$ cat config.mk
export PLATFORM = sky130hd
export DESIGN_NAME = staggered_row_feeder
export DESIGN_NICKNAME = d
export VERILOG_FILES = /design/src/rtl/staggered_row_feeder.sv
export SDC_FILE = /design/constraint.sdc
export NUM_CORES = 1
export LEC_CHECK = 0
export CAP_MARGIN = 0
export CORE_MARGIN = 2
export CORE_UTILIZATION = 47
export DETAILED_ROUTE_END_ITERATION = 10
export PLACE_DENSITY = 0.76
export SLEW_MARGIN = 10
export SYNTH_ARGS = -nofsm -noshare
export SYNTH_HDL_FRONTEND = slang
export SYNTH_SLANG_ARGS = --single-unit
$ cat constraint.sdc
create_clock -name clk -period 2.5 [get_ports clk]
set_input_delay 0.75 -clock clk [delete_from_list [all_inputs] [get_ports clk]]
set_output_delay 0.75 -clock clk [all_outputs]
set_load 0.01 [all_outputs]
$ cat src/rtl/staggered_row_feeder.sv
// Row-staggering block feeder: row k of each accepted block is presented k cycles after row 0.
// Build option: define STAGGERED_ROW_FEEDER_HOLD_EN to keep each out_row slice until it is rewritten.
module staggered_row_feeder #(
  parameter int unsigned N_ROWS = 4,
  parameter int unsigned N_COLS = 4,
  parameter int unsigned PIX_W  = 8
) (
  input  logic                             clk,
  input  logic                             reset,
  input  logic                             in_valid,
  output logic                             in_ready,
  input  logic [N_ROWS*N_COLS*PIX_W-1:0]   in_rows,
  input  logic [$clog2(N_ROWS+1)-1:0]      active_rows,
  output logic [N_ROWS*N_COLS*PIX_W-1:0]   out_row,
  output logic [N_ROWS-1:0]                out_valid,
  output logic                             done,
  output logic                             busy
);

  localparam int unsigned RowW = N_COLS * PIX_W;
  localparam int unsigned BlkW = N_ROWS * RowW;
  localparam int unsigned CntW = $clog2(N_ROWS + 1);
  localparam int unsigned IdxW = $clog2(N_ROWS);

  typedef enum logic [0:0] {StIdle, StEmit} state_e;

  state_e            state_q, state_d;
  logic [BlkW-1:0]   cur_q, cur_d, pend_q, pend_d;
  logic [CntW-1:0]   cur_r_q, cur_r_d, pend_r_q, pend_r_d;
  logic [IdxW-1:0]   idx_q, idx_d;
  logic              pend_full_q, pend_full_d;
  logic              in_ready_q, in_ready_d;
  logic [BlkW-1:0]   out_row_q, out_row_d;
  logic [N_ROWS-1:0] out_valid_q, out_valid_d;
  logic              done_q, done_d;

  logic              xfer, last, slot, launch;
  logic [CntW-1:0]   in_r, launch_r;
  logic [BlkW-1:0]   launch_blk;
  logic [IdxW-1:0]   nxt_idx;

  assign xfer     = in_valid && in_ready_q;
  assign last     = (state_q == StEmit) && (CntW'(idx_q) == cur_r_q - CntW'(1));
  assign slot     = (state_q == StIdle) || last;
  assign nxt_idx  = idx_q + 1'b1;
  assign in_r     = (active_rows == '0 || active_rows > CntW'(N_ROWS)) ? CntW'(N_ROWS) : active_rows;

  always_comb begin
    state_d     = state_q;
    cur_d       = cur_q;
    cur_r_d     = cur_r_q;
    idx_d       = idx_q;
    pend_d      = pend_q;
    pend_r_d    = pend_r_q;
    pend_full_d = pend_full_q;
    out_valid_d = '0;
    done_d      = 1'b0;
    launch      = 1'b0;
    launch_blk  = in_rows;
    launch_r    = in_r;
`ifdef STAGGERED_ROW_FEEDER_HOLD_EN
    out_row_d   = out_row_q;
`else
    out_row_d   = '0;
`endif

    if (slot) begin
      // The pending block always wins; in_ready is low while it is held.
      if (pend_full_q) begin
        launch      = 1'b1;
        launch_blk  = pend_q;
        launch_r    = pend_r_q;
        pend_full_d = 1'b0;
      end else if (xfer) begin
        launch = 1'b1;
      end else begin
        state_d = StIdle;
      end
    end else if (state_q == StEmit) begin
      idx_d                               = nxt_idx;
      out_valid_d[nxt_idx]                = 1'b1;
      out_row_d[nxt_idx*RowW +: RowW]     = cur_q[nxt_idx*RowW +: RowW];
      done_d                              = (CntW'(nxt_idx) == cur_r_q - CntW'(1));
    end

    if (launch) begin
      state_d              = StEmit;
      cur_d                = launch_blk;
      cur_r_d              = launch_r;
      idx_d                = '0;
      out_valid_d[0]       = 1'b1;
      out_row_d[RowW-1:0]  = launch_blk[RowW-1:0];
      done_d               = (launch_r == CntW'(1));
    end

    if (xfer && !slot) begin
      pend_d      = in_rows;
      pend_r_d    = in_r;
      pend_full_d = 1'b1;
    end

    in_ready_d = !pend_full_d;
  end

  always_ff @(posedge clk) begin
    if (reset) begin
      state_q     <= StIdle;
      cur_q       <= '0;
      cur_r_q     <= '0;
      idx_q       <= '0;
      pend_q      <= '0;
      pend_r_q    <= '0;
      pend_full_q <= 1'b0;
      in_ready_q  <= 1'b1;
      out_row_q   <= '0;
      out_valid_q <= '0;
      done_q      <= 1'b0;
    end else begin
      state_q     <= state_d;
      cur_q       <= cur_d;
      cur_r_q     <= cur_r_d;
      idx_q       <= idx_d;
      pend_q      <= pend_d;
      pend_r_q    <= pend_r_d;
      pend_full_q <= pend_full_d;
      in_ready_q  <= in_ready_d;
      out_row_q   <= out_row_d;
      out_valid_q <= out_valid_d;
      done_q      <= done_d;
    end
  end

  assign in_ready  = in_ready_q;
  assign out_row   = out_row_q;
  assign out_valid = out_valid_q;
  assign done      = done_q;
  assign busy      = (state_q == StEmit) || pend_full_q;

endmodule
# Word-level counts from Yosys, hierarchy flattened
# Index checks and enable logic that the tools add are counted.
[word_totals]
out_inout_bits = 135
mem_bits_rw = 0
n_memories = 0
elab_cells = 70
latchBits = 0
rom_bits = 0
in_bits = 134
regBits = 400
[op_classes]
n_mul = 0
order_cmp = 3
bitwise_logic = 3
eq_ne = 5
div_mod_pow = 0
shift = 3
add_sub_neg = 3
n_reduce_logical = 15
mux = 25
[op_table]
columns = ["operator", "count"]
rows = [
  ["two-way mux 128 bit", 2],
  ["bitwise AND 128 bit", 1],
  ["variable shift 32 x 34 -> 128 bit (first input constant)", 1],
  ["variable part select 128 x 8 -> 32 bit", 1],
  ["variable part select 32 x 34 -> 128 bit", 1],
  ["two-way mux 32 bit", 3],
  ["negator 7 -> 34 bit", 1],
  ["two-way mux 1 bit", 16],
  ["two-way mux 3 bit", 3],
  ["== test 2 x 3 -> 1 bit", 2],
  ["logical AND 1 bit", 4],
  ["inequality test 2 x 1 -> 1 bit (second input constant)", 2],
  ["== test 3 x 1 -> 1 bit (second input constant)", 1],
  ["> comparator 3 bit (second input constant)", 1],
  ["zero test 3 bit", 1],
  ["logical OR 1 bit", 3],
  ["< comparator 2 x 3 -> 1 bit (second input constant)", 1],
  ["AND reduction 3 bit", 1],
  ["OR reduction 3 bit", 1],
  ["subtractor 3 x 1 -> 3 bit (second input constant)", 1],
  ["adder 2 x 1 -> 2 bit (second input constant)", 1],
  ["demux 1 bit (select 2 bit)", 1],
  ["greater-or-equal comparator 2 x 1 -> 1 bit (second input constant)", 1],
  ["zero test 1 bit", 2],
  ["4 further kinds", 5],
]

# Logic depth before layout (Yosys ltp)
[depth]
word_depth = 8
mapped_depth = 9
depth_no_buf = 6

# Worst setup path after synthesis
# OpenSTA, ideal clock, no wires.
[synth_path]
path_type = "flip-flop to flip-flop"
startpoint = "register idx_q[0]"
endpoint = "register out_row_q[30], in the netlist out_row[30]"
setup_ns = 0.114
period_less_slack_ns = 2.478
path_buffers = 3
path_stages_with_launch = 8
arrival_time_ns = 2.364
setup_slack_ns = 0.022
required_time_ns = 2.386
path_cell_list = "dfxtp_1 buf_4 inv_1 ha_1 clkbuf_1 clkbuf_1 mux4_2 a21o_1"
[synth_via]
elab_chain_len = 7
word_cells_on_any_way = 14
classes_between = "2 x add/sub; 1 x eq/ne; 3 x shift; 5 x mux; 1 x bitwise; 2 x reduce/logical"
[synth_rtl]
columns = ["item", "line_no", "text"]
rows = [
  ["start: declaration", "30", "logic [IdxW-1:0] idx_q, idx_d;"],
  ["start signal: assignment", "122", "idx_q <= idx_d;"],
  ["adder 2 x 1 -> 2 bit (*)", "45", "assign nxt_idx = idx_q + 1'b1;"],
  ["named net nxt_idx[0]", "40", "logic [IdxW-1:0] nxt_idx;"],
  ["variable part select 128 x 8 -> 32 bit / negator 7 -> 34 bit (equally long branches)", "82", "out_row_d[nxt_idx*RowW +: RowW] = cur_q[nxt_idx*RowW +: RowW];"],
  ["variable part select 32 x 34 -> 128 bit / variable shift 32 x 34 -> 128 bit (equally long branches)", "82", ""],
  ["bitwise AND 128 bit (no source line) (*)", "n/a", ""],
  ["two-way mux 32 bit (*)", "79", "end else if (state_q == StEmit) begin"],
  ["two-way mux 32 bit (*)", "67", "if (slot) begin"],
  ["two-way mux 32 bit (*)", "86", "if (launch) begin"],
  ["end signal: assignment", "127", "out_row_q <= out_row_d;"],
  ["end: declaration", "33", "logic [BlkW-1:0] out_row_q, out_row_d;"],
]
# The timed path passes the listed nets; every way through them passes the cells marked *.
# A chain may end at the register's enable or synchronous reset.

# Final worst setup path
[layout_path]
startpoint = "register pend_full_q"
endpoint = "output busy"
[layout_via]
elab_chain_len = 1
[layout_rtl]
columns = ["item", "line_no", "text"]
rows = [
  ["start: declaration", "31", "logic pend_full_q, pend_full_d;"],
  ["start signal: assignment", "125", "pend_full_q <= pend_full_d;"],
  ["logical OR 1 bit", "137", "assign busy = (state_q == StEmit) || pend_full_q;"],
  ["end: declaration", "17", "output logic busy"],
]
# Every way passes these cells.

==> impl.org <==
** Clock network
- The tree is rooted in a sky130_fd_sc_hd__clkbuf_16.
- CTS Hold Bufs :: 0
- TritonCTS built the clock tree.
- Insertion delay to the later sink of the worst-skew pair :: around 0.52 ns
- Max H-tree Level :: 2
- Number of buffers added by the clock tree synthesis step :: 41
- No sink is reached through more buffers than the 3 on the longest clock path.
- Clock-pin slew was measured on the worst setup and hold paths at 0.06 ns.
- The clock drives 400 sinks.

** Die
- The die covers 32900 um2.
- Overall die width :: around 180 um
- After floorplanning, the core was sized to cover 30700 um2.
- The initial utilization of the core area, before any placement, comes to 48.1%.
- Number of rows created at floorplan :: between 60 and 70
- The floorplan step set the die height to roughly 180 um.
- Boundary pin count :: 269

** Timing
- Max Clock Freq :: approximately 410 MHz
- The worst pin sits at a relative slew slack of between 30% and 40%.
- Setup violations remaining at the end of the flow were counted as 0.
- The worst path uses about 98% of the clock period.
- Hold is met by 0.446 ns.
- At the pin with the least slew margin, the transition time is 1.01 ns.
- Largest clock skew in the final design :: about 0.012 ns
- The clock period could shrink to 2.44 ns.
- The count of final max-slew check failures was 0.
- Setup repair after global routing left no endpoint under its margin.
- The hold violation count in the final report is 0.
- Adding up every negative setup slack in the final design gives 0 ns.

** Yosys
- Yosys mapped a number of flops with a built-in enable equal to 0.
- The number of nets handed over by synthesis was ~1600.
- Main area contributors after synthesis :: sky130_fd_sc_hd__dfxtp_1, sky130_fd_sc_hd__mux2i_1, sky130_fd_sc_hd__nand2_1, sky130_fd_sc_hd__o2bb2ai_1, sky130_fd_sc_hd__mux4_2
- Synthesis handed over a netlist of between 1000 and 1500 instances.
- Proportion of synthesized flip-flops having asynchronous set or reset :: 0%
- Counting instances in the post-synthesis netlist gives the leading cell types as sky130_fd_sc_hd__dfxtp_1, sky130_fd_sc_hd__nand2_1, sky130_fd_sc_hd__a21oi_1.
- The share of synthesized area in the top cell type comes to 54.2%.
- Cell taking the most area after synthesis :: sky130_fd_sc_hd__dfxtp_1
- The most common cell in the synthesized netlist is sky130_fd_sc_hd__dfxtp_1.
- Yosys cell types :: 38
- Synthesis inferred 400 register bits.
- Avg Inst Size Synth :: 10.4 um2
- The Yosys step of the flow raised 0 warnings.
- Among all flip-flop cells after synthesis, the most frequent one is sky130_fd_sc_hd__dfxtp_1.
- In this run the cell area of the synthesized design comes to 14800 um2.
- Sequential share of the synthesized area :: 54.2%

** Global routing
- The initial antenna violation count is 3.
- The via count of the first global-routing pass was roughly 11000.
- For this run, the total global-route usage over all layers was measured as 23.5%.
- The total overflow left after global routing is 0.
- Entering global routing, the biggest net connects 85 pins.
- Wire length of the first global-routing pass :: 61.9 mm

** Critical path
- Data arrives at the worst endpoint at 1.69 ns.
- The critical path is of the register to primary output type.
- At the worst endpoint, the required time is 1.75 ns.
- Maximum fanout along the worst path :: 3
- Category of the worst setup path capture point :: primary output
- Cell count of the worst reg-to-reg path :: 7
- Across all register-to-register paths, the minimum setup slack is between 0.2 and 0.25 ns.
- The worst setup path is launched from a register.

** Power
- Cell area power density :: 774 nW/um2
- Maximum ir drop on the vdd rail :: around 0.0005 V
- Leakage power total :: 7.38 nW

** Detailed routing
- The first detailed-routing pass ran for 7 iterations.
- Number of design-rule violations left by the first detailed-router iteration :: 755
- Routed WL :: roughly 39 mm
- # DRC :: 0
- Vias after detailed routing :: 11300
- Detailed-route vias per instance :: 5.45
- The count of nets left with antenna violations once routing finished came out at 0.
- WL per Instance :: 18.8 um

** Place
- Routability-driven placement finished with a final weighted congestion of 0.786.
- During placement, the flow inserted port buffers numbering 268.
- Hpwl dp :: 25.7 mm

** Job
- # Max-Cap Violations :: 0

** Finish
- The net count of the finished layout is 1796.
- Synthesis-to-finish area growth :: 30.6%
- Layout cell share with drive strength beyond 1 :: 8.57%

** Min path
- In this run the worst hold path is classified as register to register.
- Worst hold path stage count :: 1

** Run status
- The run finished with clean final reports.
-- timing repair --
item | in CTS | in global routing
resized for setup | 1 | 1
setup buffers | 0 | 0
endpoints found under the setup margin | 1 | 23
-- per-layer routing --
metal	GRT usage [%]	part of all wire, %
met5	0	0.033
met4	7.19	2.7
met3	3.91	5.7
met2	41.4	50
met1	29.6	42
-- cell type report --
class / instances / area, um2
clock inverters: 12 / 171
inverters: 7 / 26.3
flip-flops and latches: 400 / 8010
well taps: 396 / 495
clock buffers: 57 / 1170
multi-input cells: 901 / 6300
repair buffers: 304 / 3130
diodes: 2 / 5.00
fillers: 2458 / 11400
-- flip-flops by register name, summed over array words and instances, names as in the netlist --
signal / count
cur_q: 128
out_row: 128
pend_q: 128
out_valid: 4
cur_r_q: 3
pend_r_q: 3
idx_q: 2
done: 1
in_ready: 1
pend_full_q: 1
state_q: 1
-- critical path, stage by stage (launching register included) --
cell                              delay (ns)
sky130_fd_sc_hd__dfxtp_4                0.35
sky130_fd_sc_hd__or2_2                  0.31
sky130_fd_sc_hd__clkdlybuf4s50_1        0.52
-- final timing paths --
check / from / end
min: cur_q[9] / cur_q[9]
max: pend_full_q / busy
max reg2reg: cur_r_q[0] / out_row[66]
min reg2reg: cur_q[9] / cur_q[9]
-- cell families (layout without fill, tap and decap cells) --
kind of cell               Yosys count  count (layout)  share of synthesized area, %
other                                0               2                             0
and+or+nand+nor                    419             419                          13.0
xor gates and xnor gates             4               4                         0.466
DFF                                400             400                          54.2
AOI/OAI and AO/OA                  309             309                          14.5
muxes                              162             162                          13.7
adders and majority gates            7               7                         0.592
buffers and inverters              119             380                          3.66
-- power breakdown --
part / internal (mW) / total [mW] / switching, mW / leakage (nW)
clock: 3.67 / 6.06 / 2.39 / 0.648
combinational: 0.907 / 1.96 / 1.05 / 3.47
sequential: 6.75 / 6.93 / 0.183 / 3.26
total: 11.3 / 14.9 / 3.62 / 7.38
-- layout by cell type, fill, tap and decap left out, drive strengths merged, types with 2 or more instances in the layout --
| master | instances |
|---|---|
| diode | 2 |
| a21oi | 135 |
| and2 | 100 |
| inv | 8 |
| and4 | 2 |
| clkdlybuf4s50 | 267 |
| nand2b | 4 |
| bufinv | 4 |
| mux2i | 130 |
| o2bb2ai | 99 |
| dfxtp | 400 |
| mux4 | 32 |
| clkinv | 4 |
| nand3 | 3 |
| nor2b | 2 |
| nor2 | 7 |
| o31ai | 2 |
| xor2 | 2 |
| clkbuf | 57 |
| a21o | 65 |
| or2 | 2 |
| nor3 | 32 |
| xnor2 | 2 |
| nand2 | 263 |
| nor4b | 2 |
| clkinvlp | 3 |
| buf | 37 |
| ha | 7 |
| o31a | 2 |
-- through the flow --
stage | power [mW] | worst slack (ns) | instances | area, um2 | utilization (%)
finish | 14.9 | 0.0618 | 2079 | 19300 | 62.8
global route | 15.5 | 0.0278 | 2079 | 19300 | 62.8
CTS | 15.1 | 0.0260 | 2077 | 19300 | 62.7
detailed placement | 9.01 | 0.0469 | 2008 | 17900 | 58.4
global placement | 8.96 | 0.0571 | 2008 | 17900 | 58.4
floorplan | 8.18 | 0.0218 | 1420 | 14800 | -
(Power assumes the default switching activity.)
